`config.mk`:
```
export PLATFORM = sky130hd
export DESIGN_NAME = counter_mode_param
export DESIGN_NICKNAME = d
export VERILOG_FILES = /design/src/rtl/counter_param_pkg.sv /design/src/rtl/counter_prescaler.sv /design/src/rtl/counter_mode_param.sv
export SDC_FILE = /design/constraint.sdc
export NUM_CORES = 1
export LEC_CHECK = 0
export ABC_AREA = 1
export CORE_UTILIZATION = 40
export CTS_BUF_LIST = sky130_fd_sc_hd__clkbuf_8
export DETAILED_ROUTE_END_ITERATION = 6
export PLACE_DENSITY = 0.78
export SLEW_MARGIN = 10
export SYNTH_ARGS = -nofsm -noshare
export SYNTH_HDL_FRONTEND = slang
export SYNTH_HIERARCHICAL = 1
export SYNTH_SLANG_ARGS = --single-unit
export TNS_END_PERCENT = 30
```
`constraint.sdc`:
```
create_clock -name clk -period 4.05 [get_ports clk]
set_clock_uncertainty 0.05 [all_clocks]
set_input_delay 1.215 -clock clk [delete_from_list [all_inputs] [get_ports clk]]
set_output_delay 1.215 -clock clk [all_outputs]
set_load 0.01 [all_outputs]
```
`src/rtl/counter_param_pkg.sv`:
```
// Shared encodings for the parametrised counter: end-of-range modes and direction.
// Imported by counter_mode_param and counter_prescaler.
package counter_param_pkg;

    typedef enum logic [1:0] {
        MODE_WRAP    = 2'b00,
        MODE_SAT     = 2'b01,
        MODE_ONESHOT = 2'b10,
        MODE_RSVD    = 2'b11
    } mode_e;

    localparam logic DIR_UP   = 1'b1;
    localparam logic DIR_DOWN = 1'b0;

endpackage

```
`src/rtl/counter_prescaler.sv`:
```
// Enable divider: emits a step on every PRESCALE-th en-high cycle.
// Combinational step output; divider state cleared by RST or clr, held while en=0.
module counter_prescaler
    import counter_param_pkg::*;
#(
    parameter int PRESCALE = 4
) (
    input  logic clk,
    input  logic RST,
    input  logic en,
    input  logic clr,
    output logic step
);

    localparam int DW = (PRESCALE > 1) ? $clog2(PRESCALE) : 1;
    localparam logic [DW-1:0] DIV_LAST = DW'(PRESCALE - 1);

    logic [DW-1:0] div_q;
    logic [DW-1:0] div_d;

    always_comb begin
        div_d = div_q;
        if (clr) begin
            div_d = '0;
        end else if (en) begin
            div_d = (div_q == DIV_LAST) ? '0 : div_q + 1'b1;
        end
    end

    assign step = en && (div_q == DIV_LAST);

    always_ff @(posedge clk) begin
        if (RST) begin
            div_q <= '0;
        end else begin
            div_q <= div_d;
        end
    end

endmodule

```
`src/rtl/counter_mode_param.sv`:
```
// Modulus counter with wrap/saturate/one-shot end-of-range, registered tc pulse and sticky done.
// Optional enable prescaler compiled in with COUNTER_MODE_PRESCALE_EN.
module counter_mode_param
    import counter_param_pkg::*;
#(
    parameter int WIDTH    = 8,
    parameter int MODULUS  = 256,
    parameter int INIT     = 0,
    parameter int PRESCALE = 4
) (
    input  logic             clk,
    input  logic             RST,
    input  logic             en,
    input  logic             dir,
    input  logic [1:0]       mode,
    input  logic             load,
    input  logic [WIDTH-1:0] load_val,
    output logic [WIDTH-1:0] count,
    output logic             tc,
    output logic             done
);

    localparam logic [WIDTH-1:0] MAX_VAL  = WIDTH'(MODULUS - 1);
    localparam logic [WIDTH-1:0] INIT_VAL = WIDTH'(INIT);

    if (MODULUS < 2 || MODULUS > (2 ** WIDTH)) begin : g_bad_modulus
        $error("counter_mode_param: MODULUS out of range");
    end
    if (INIT < 0 || INIT >= MODULUS) begin : g_bad_init
        $error("counter_mode_param: INIT must be below MODULUS");
    end
    if (PRESCALE < 1) begin : g_bad_prescale
        $error("counter_mode_param: PRESCALE must be at least 1");
    end

    logic step;

`ifdef COUNTER_MODE_PRESCALE_EN
    counter_prescaler #(
        .PRESCALE (PRESCALE)
    ) u_prescaler (
        .clk  (clk),
        .RST  (RST),
        .en   (en),
        .clr  (load),
        .step (step)
    );
`else
    assign step = en;
`endif

    logic [WIDTH-1:0] count_q, count_d;
    logic             tc_q, tc_d;
    logic             done_q, done_d;
    logic [WIDTH-1:0] term;
    logic             at_term;
    mode_e            mode_sel;

    assign mode_sel = mode_e'(mode);
    assign term     = (dir == DIR_UP) ? MAX_VAL : '0;
    assign at_term  = (count_q == term);

    always_comb begin
        count_d = count_q;
        tc_d    = 1'b0;
        done_d  = done_q;
        if (load) begin
            count_d = (load_val > MAX_VAL) ? MAX_VAL : load_val;
            done_d  = 1'b0;
        end else if (step) begin
            // tc reflects any step request at the terminal value, even once done has frozen the count
            tc_d = at_term;
            if (!done_q) begin
                if (at_term) begin
                    case (mode_sel)
                        MODE_SAT:     count_d = count_q;
                        MODE_ONESHOT: done_d  = 1'b1;
                        default:      count_d = (dir == DIR_UP) ? '0 : MAX_VAL;
                    endcase
                end else begin
                    count_d = (dir == DIR_UP) ? count_q + 1'b1 : count_q - 1'b1;
                    if (mode_sel == MODE_ONESHOT && count_d == term) begin
                        done_d = 1'b1;
                    end
                end
            end
        end
    end

    always_ff @(posedge clk) begin
        if (RST) begin
            count_q <= INIT_VAL;
            tc_q    <= 1'b0;
            done_q  <= 1'b0;
        end else begin
            count_q <= count_d;
            tc_q    <= tc_d;
            done_q  <= done_d;
        end
    end

    assign count = count_q;
    assign tc    = tc_q;
    assign done  = done_q;

endmodule

```
* Word-level counts from Yosys, hierarchy flattened
Index checks and enable logic that the tools add are counted.
** Word-level totals
- Bits in registers :: 10
- Latch bits :: 0
- Bits in writable memories :: 0
- Bits in read-only memories :: 0
- Bits of input ports :: 15
- Output and inout port bits :: 10
- Logic and storage cells :: 32
- Memories kept :: 0
** Operators by class
- $add $sub $neg :: 2
- Multipliers :: 0
- Div/mod/pow operators :: 0
- Order comparisons :: 1
- Eq/ne operators :: 6
- Shift-type cells :: 0
- Mux-type cells :: 13
- Bitwise gates (word level) :: 1
- Reductions and logical operators :: 6
** Operator list (count)
- 2-to-1 mux 8 bit :: 9
- == test 8 bit :: 2
- adder 8 x 1 -> 8 bit (second input constant) :: 1
- > comparator 8 bit (second input constant) :: 1
- subtractor 8 x 1 -> 8 bit (second input constant) :: 1
- 2-to-1 mux 1 bit :: 4
- OR reduction 2 bit :: 2
- inequality test 3 bit (second input constant) :: 1
- AND reduction 3 bit :: 1
- OR reduction 3 bit :: 1
- == test 2 x 1 -> 1 bit (second input constant) :: 1
- == test 2 bit (second input constant) :: 1
- inequality test 2 bit (second input constant) :: 1
- nonzero test 2 bit :: 1
- logical AND 1 bit :: 1
- NOT 1 bit :: 1

* Longest topological paths before layout
- Depth in word-level cells :: 7
- Mapped depth :: 16
- Gate-level depth less buffers :: 15

* Least setup slack after synthesis
No wires, ideal clock.
- Path kind :: input to register
- Start :: input port dir
- End :: register count_q[5] (netlist: count[5])
- Library setup time :: 0.114 ns
- Data arrival time :: 2.762 ns
- Required time :: 3.886 ns
- Slack :: 1.124 ns
- Stages :: 10
- Buffers on the path :: 1
- Cells stage by stage :: buf_6 inv_1 ha_1 nand2_2 nor2_4 nand4_4 o211ai_4 nand2_4 o211ai_2 inv_1
** On the way
- Word-level cells in the longest chain between the ends :: 6
- Elaborated cells between the ends (all ways) :: 11
- Classes of those cells :: eq/ne: 2; mux: 8; reduce/logical: 1
** RTL lines
- start: declaration :: RTL line counter_mode_param.sv:14 : input logic dir,
- 2-to-1 mux 8 bit (on tied branches) :: RTL line counter_mode_param.sv:60, counter_mode_param.sv:78
- == test 8 bit or 2-to-1 mux 8 bit (tied branches) :: RTL line counter_mode_param.sv:61, counter_mode_param.sv:75
- 2-to-1 mux 8 bit :: RTL line counter_mode_param.sv:74 : if (at_term) begin
- 2-to-1 mux 8 bit :: RTL line counter_mode_param.sv:73 : if (!done_q) begin
- 2-to-1 mux 8 bit :: RTL line counter_mode_param.sv:70 : end else if (step) begin
- 2-to-1 mux 8 bit :: RTL line counter_mode_param.sv:67 : if (load) begin
- end signal: assignment :: RTL line counter_mode_param.sv:96 : count_q <= count_d;
- end: declaration :: RTL line counter_mode_param.sv:52 : logic [WIDTH-1:0] count_q, count_d;
Parallel ways exist; a longest one is shown, timed or not. The select of a mux whose other input is x is not followed.
A chain may end at the register's enable or synchronous reset.

* Worst setup path after layout
- Start :: input port dir
- End :: register done_q (netlist: done)
** On the way
- Word-level cells in the longest chain between the ends :: 6
- Elaborated cells between the ends (all ways) :: 8
- Classes of those cells :: eq/ne: 2; mux: 5; reduce/logical: 1
** RTL lines
- 2-to-1 mux 8 bit (on tied branches) :: RTL line counter_mode_param.sv:81, counter_mode_param.sv:60
- == test 8 bit :: RTL line counter_mode_param.sv:82 : if (mode_sel == MODE_ONESHOT && count_d == term) begin
- logical AND 1 bit :: RTL line counter_mode_param.sv:82
- 2-to-1 mux 1 bit :: RTL line counter_mode_param.sv:82
- 2-to-1 mux 1 bit * :: RTL line counter_mode_param.sv:74
- 2-to-1 mux 1 bit * :: RTL line counter_mode_param.sv:73
- end signal: assignment :: RTL line counter_mode_param.sv:98 : done_q <= done_d;
- end: declaration :: RTL line counter_mode_param.sv:54 : logic done_q, done_d;
Every way passes the cells marked *; elsewhere a longest branch is shown, timed or not.

==> results.py <==
metrics = {
    "outcome": {
        "status": "finished clean",
    },
    "worst_setup_path": {
        "cp_cell_sequence": "clkdlybuf4s50_1, inv_1, fa_1, nand2_1, nand2_1, nand3b_1, nand2_1, nand2_1, nand2_1, nor2_1, nand2_1, nand2_1, nand2_1, nand2_1, nand2_1, a21oi_1",
        "start_kind": "input port",
        "crit_top_cell": "nand2_1",
        "cp.arrival_ns": 3.37,
        "slowest_delay_ns": 0.50,
        "worstPathMaxFanout": 8,
        "cp_data_required_time_ns": 4.17,
        "critPathTopFamily": "simple AND/OR/NAND/NOR gates",
        "slowest_stage": "fa_1",
        "endpoint_kind": "flop",
        "critical_path_buf_inv_count": 2,
        "r2r_slack_ns": 1.96,
        "critical_path_class": "in2reg",
    },
    "grt": {
        "antenna_found_initial": 0,
        "grt_pass1_vias": 964,
        "grt.total_usage_pct": 20.5,
        "grt-ovfl-total": 0,
        "grt_max_degree": 13,
        "grt_pass1_wl_mm": 4.13,
    },
    "clock_tree": {
        "cts_resized": 0,
        "insertion_delay_ns": 0.24,
        "root_buffer": "clkbuf_8",
        "clockBufferDepth": 2,
        "numCtsBuffers": 3,
        "tritoncts": "yes",
        "cts_setup_buffers": 0,
        "clk_pin_slew_ns": 0.05,
        "cts_max_level": 1,
        "ctsHoldBuffers": 0,
        "cts_sinks": 10,
    },
    "synth": {
        "yosys_warnings": 6,
        "synth_cell_types": 30,
        "syn_area_per_cell_um2": 6.76,
        "synth_top_area_share_pct": 19.5,
        "synth_seq_area_share_pct": 19.5,
        "synth-edff-count": 0,
        "ys_top_cells_by_area": "dfxtp_1, nand2_1, ha_1",
        "synth_ff_type": "dfxtp_1",
        "syn_nets": 175,
        "async_flop_share_pct": 0,
        "syn_area_um2": 1030,
        "yosysTopAreaCell": "dfxtp_1",
        "synth.most_common_cell": "nand2_1",
        "synthCells": 152,
        "synth_commonest_cells": "nand2_1, inv_1, nor2_1, nand3_1, dfxtp_1",
        "ys_seq_elements": 10,
    },
    "pwr": {
        "power_density_nw_per_um2": 324,
        "ir_drop_v": 0.000181,
        "netSwitchingFraction_pct": 36.6,
        "intPower_uw": 275,
        "leakage_uw": 0.000653,
        "power_switching_uw": 159,
        "pwr-share-clk_pct": 29.3,
        "power.total_uw": 434,
        "power_frac_comb_pct": 43.4,
        "seqPwrFrac_pct": 27.3,
    },
    "placement": {
        "place_area_um2": 1280,
        "dp.cells": 202,
        "io_buffers": 24,
        "place_hpwl_mm": 2.03,
        "place.gp.congestion": 0.910,
    },
    "detailed_routing": {
        "dr.pass1.iters": 4,
        "wl_per_cell_um": 12.4,
        "first_iter_violations": 39,
        "post-route-drc-count": 0,
        "routed_wl_mm": 2.56,
        "ant_nets": 0,
        "vias": 1081,
        "avgViaCountPerCell": 5.25,
    },
    "finish": {
        "nets": 202,
        "drive_gt1_share_pct": 10.7,
        "diodes": 0,
        "areaGrowthSynthToFinish_pct": 30.3,
        "stdcell_area_um2": 1340,
        "final_core_util_pct": 57.7,
        "nFillCells": 210,
        "layout.cells.non_filler": 206,
    },
    "sta": {
        "final_max_slew_viol_count": 0,
        "relSlewSlack_pct": 68.3,
        "finalSetupViolCount": 0,
        "fin_crit_sh_pct": 80.3,
        "final_hold_viol_count": 0,
        "fin_crit_ns": 3.25,
        "max_freq_mhz": 308,
        "worstMarginPinSlew_ns": 0.475,
        "rsz0062_at_grt": "no",
        "fin_setup_tns_ns": 0,
    },
    "floorplanning": {
        "num_rows": 17,
        "die-area_um2": 2770,
        "die_x_um": 52.7,
        "core-area_um2": 2320,
        "die_h_um": 52.7,
        "start_util_pct": 44.3,
        "io_pins": 25,
    },
    "min_path": {
        "hold_class": "reg2reg",
    },
    "job": {
        "max_cap_viol_count": 0,
    },
}
## flip-flops by register name, summed over array words and instances, names as in the netlist
name,count
count,8
done,1
tc,1
## cells in the final DEF, fill, tap and decap left out
cell type and n:
nand2_1 44, clkdlybuf4s50_1 24, inv_1 18, nor2_1 17
nand3_1 11, dfxtp_1 10, a21oi_1 7, ha_1 7
o21ai_0 5, clkbuf_8 4, o22ai_1 3, o21ai_1 3
a211oi_1 3, nand2_4 2, xor2_1 2, xnor2_1 2
o21ai_2 2, nand2_2 1, nor2_4 1, a21oi_2 1
xor2_2 1, inv_2 1, nand3b_1 1, xnor2_4 1
nand4_4 1, o211ai_4 1, nor2_2 1, o211ai_2 1
nor3b_1 1, fa_1 1, buf_4 1
## tightest hold or removal path, stage by stage, from the launching register on
cell      delay, ns
dfxtp_1        0.32
nor2_1         0.10
a211oi_1       0.05
## area by class of cell
cell class / count / area (µm²) / share of cell area [%]
flip-flops and latches: 10 / 200 / 15.0
repair buffers: 25 / 248 / 18.5
clock buffers: 4 / 55.1 / 4.11
multi-input cells: 120 / 729 / 54.5
well taps: 28 / 35.0 / 2.62
inverters: 19 / 71.3 / 5.33
## power groups by stage
| stage | combinational (µW) | clock (µW) | sequential (µW) |
|---|---|---|---|
| finish | 188 | 127 | 118 |
| global route | 209 | 136 | 120 |
| CTS | 186 | 130 | 119 |
| detailed placement | 184 | 0 | 121 |
| global placement | 179 | 0 | 120 |
| floorplan | 131 | 0 | 120 |
## metal layers
layer / routed length [µm] / global-route usage [%] / part of all wire (%) / up-vias
met4: 25 / 4.82 / 0.98 / 0
met3: 191 / 5.22 / 7.5 / 4
met5: 0 / 0 / 0 / -
met2: 1260 / 34.8 / 49 / 48
met1: 1080 / 25.4 / 42 / 484
li1: - / - / - / 545
## through the flow
| step | setup WS (ns) | hold slack, ns |
|---|---|---|
| finish | 0.799 | 0.474 |
| global route | 0.624 | 0.491 |
| CTS | 0.825 | 0.478 |
| detailed placement | 0.581 | 0.471 |
| global placement | 0.616 | 0.456 |
| floorplan | 1.12 | 0.478 |
## worst paths after layout
kind,from,end,cells past startpoint
hold / removal,count[6]$_SDFFE_PP0P_,count[6]$_SDFFE_PP0P_,2
setup / recovery,dir,done$_SDFFE_PP0P_,16
hold reg to reg,count[6]$_SDFFE_PP0P_,count[6]$_SDFFE_PP0P_,2
setup reg to reg,count[0]$_SDFFE_PP0P_,done$_SDFFE_PP0P_,14
## cell families after synthesis
family          share of synthesized area (%)
compound gates                           17.2
buf+inv                                  9.50
simple gates                             35.7
fa+ha+maj                                10.5
flops                                    19.5
xor+xnor                                 7.67
(Power assumes the default switching activity.)
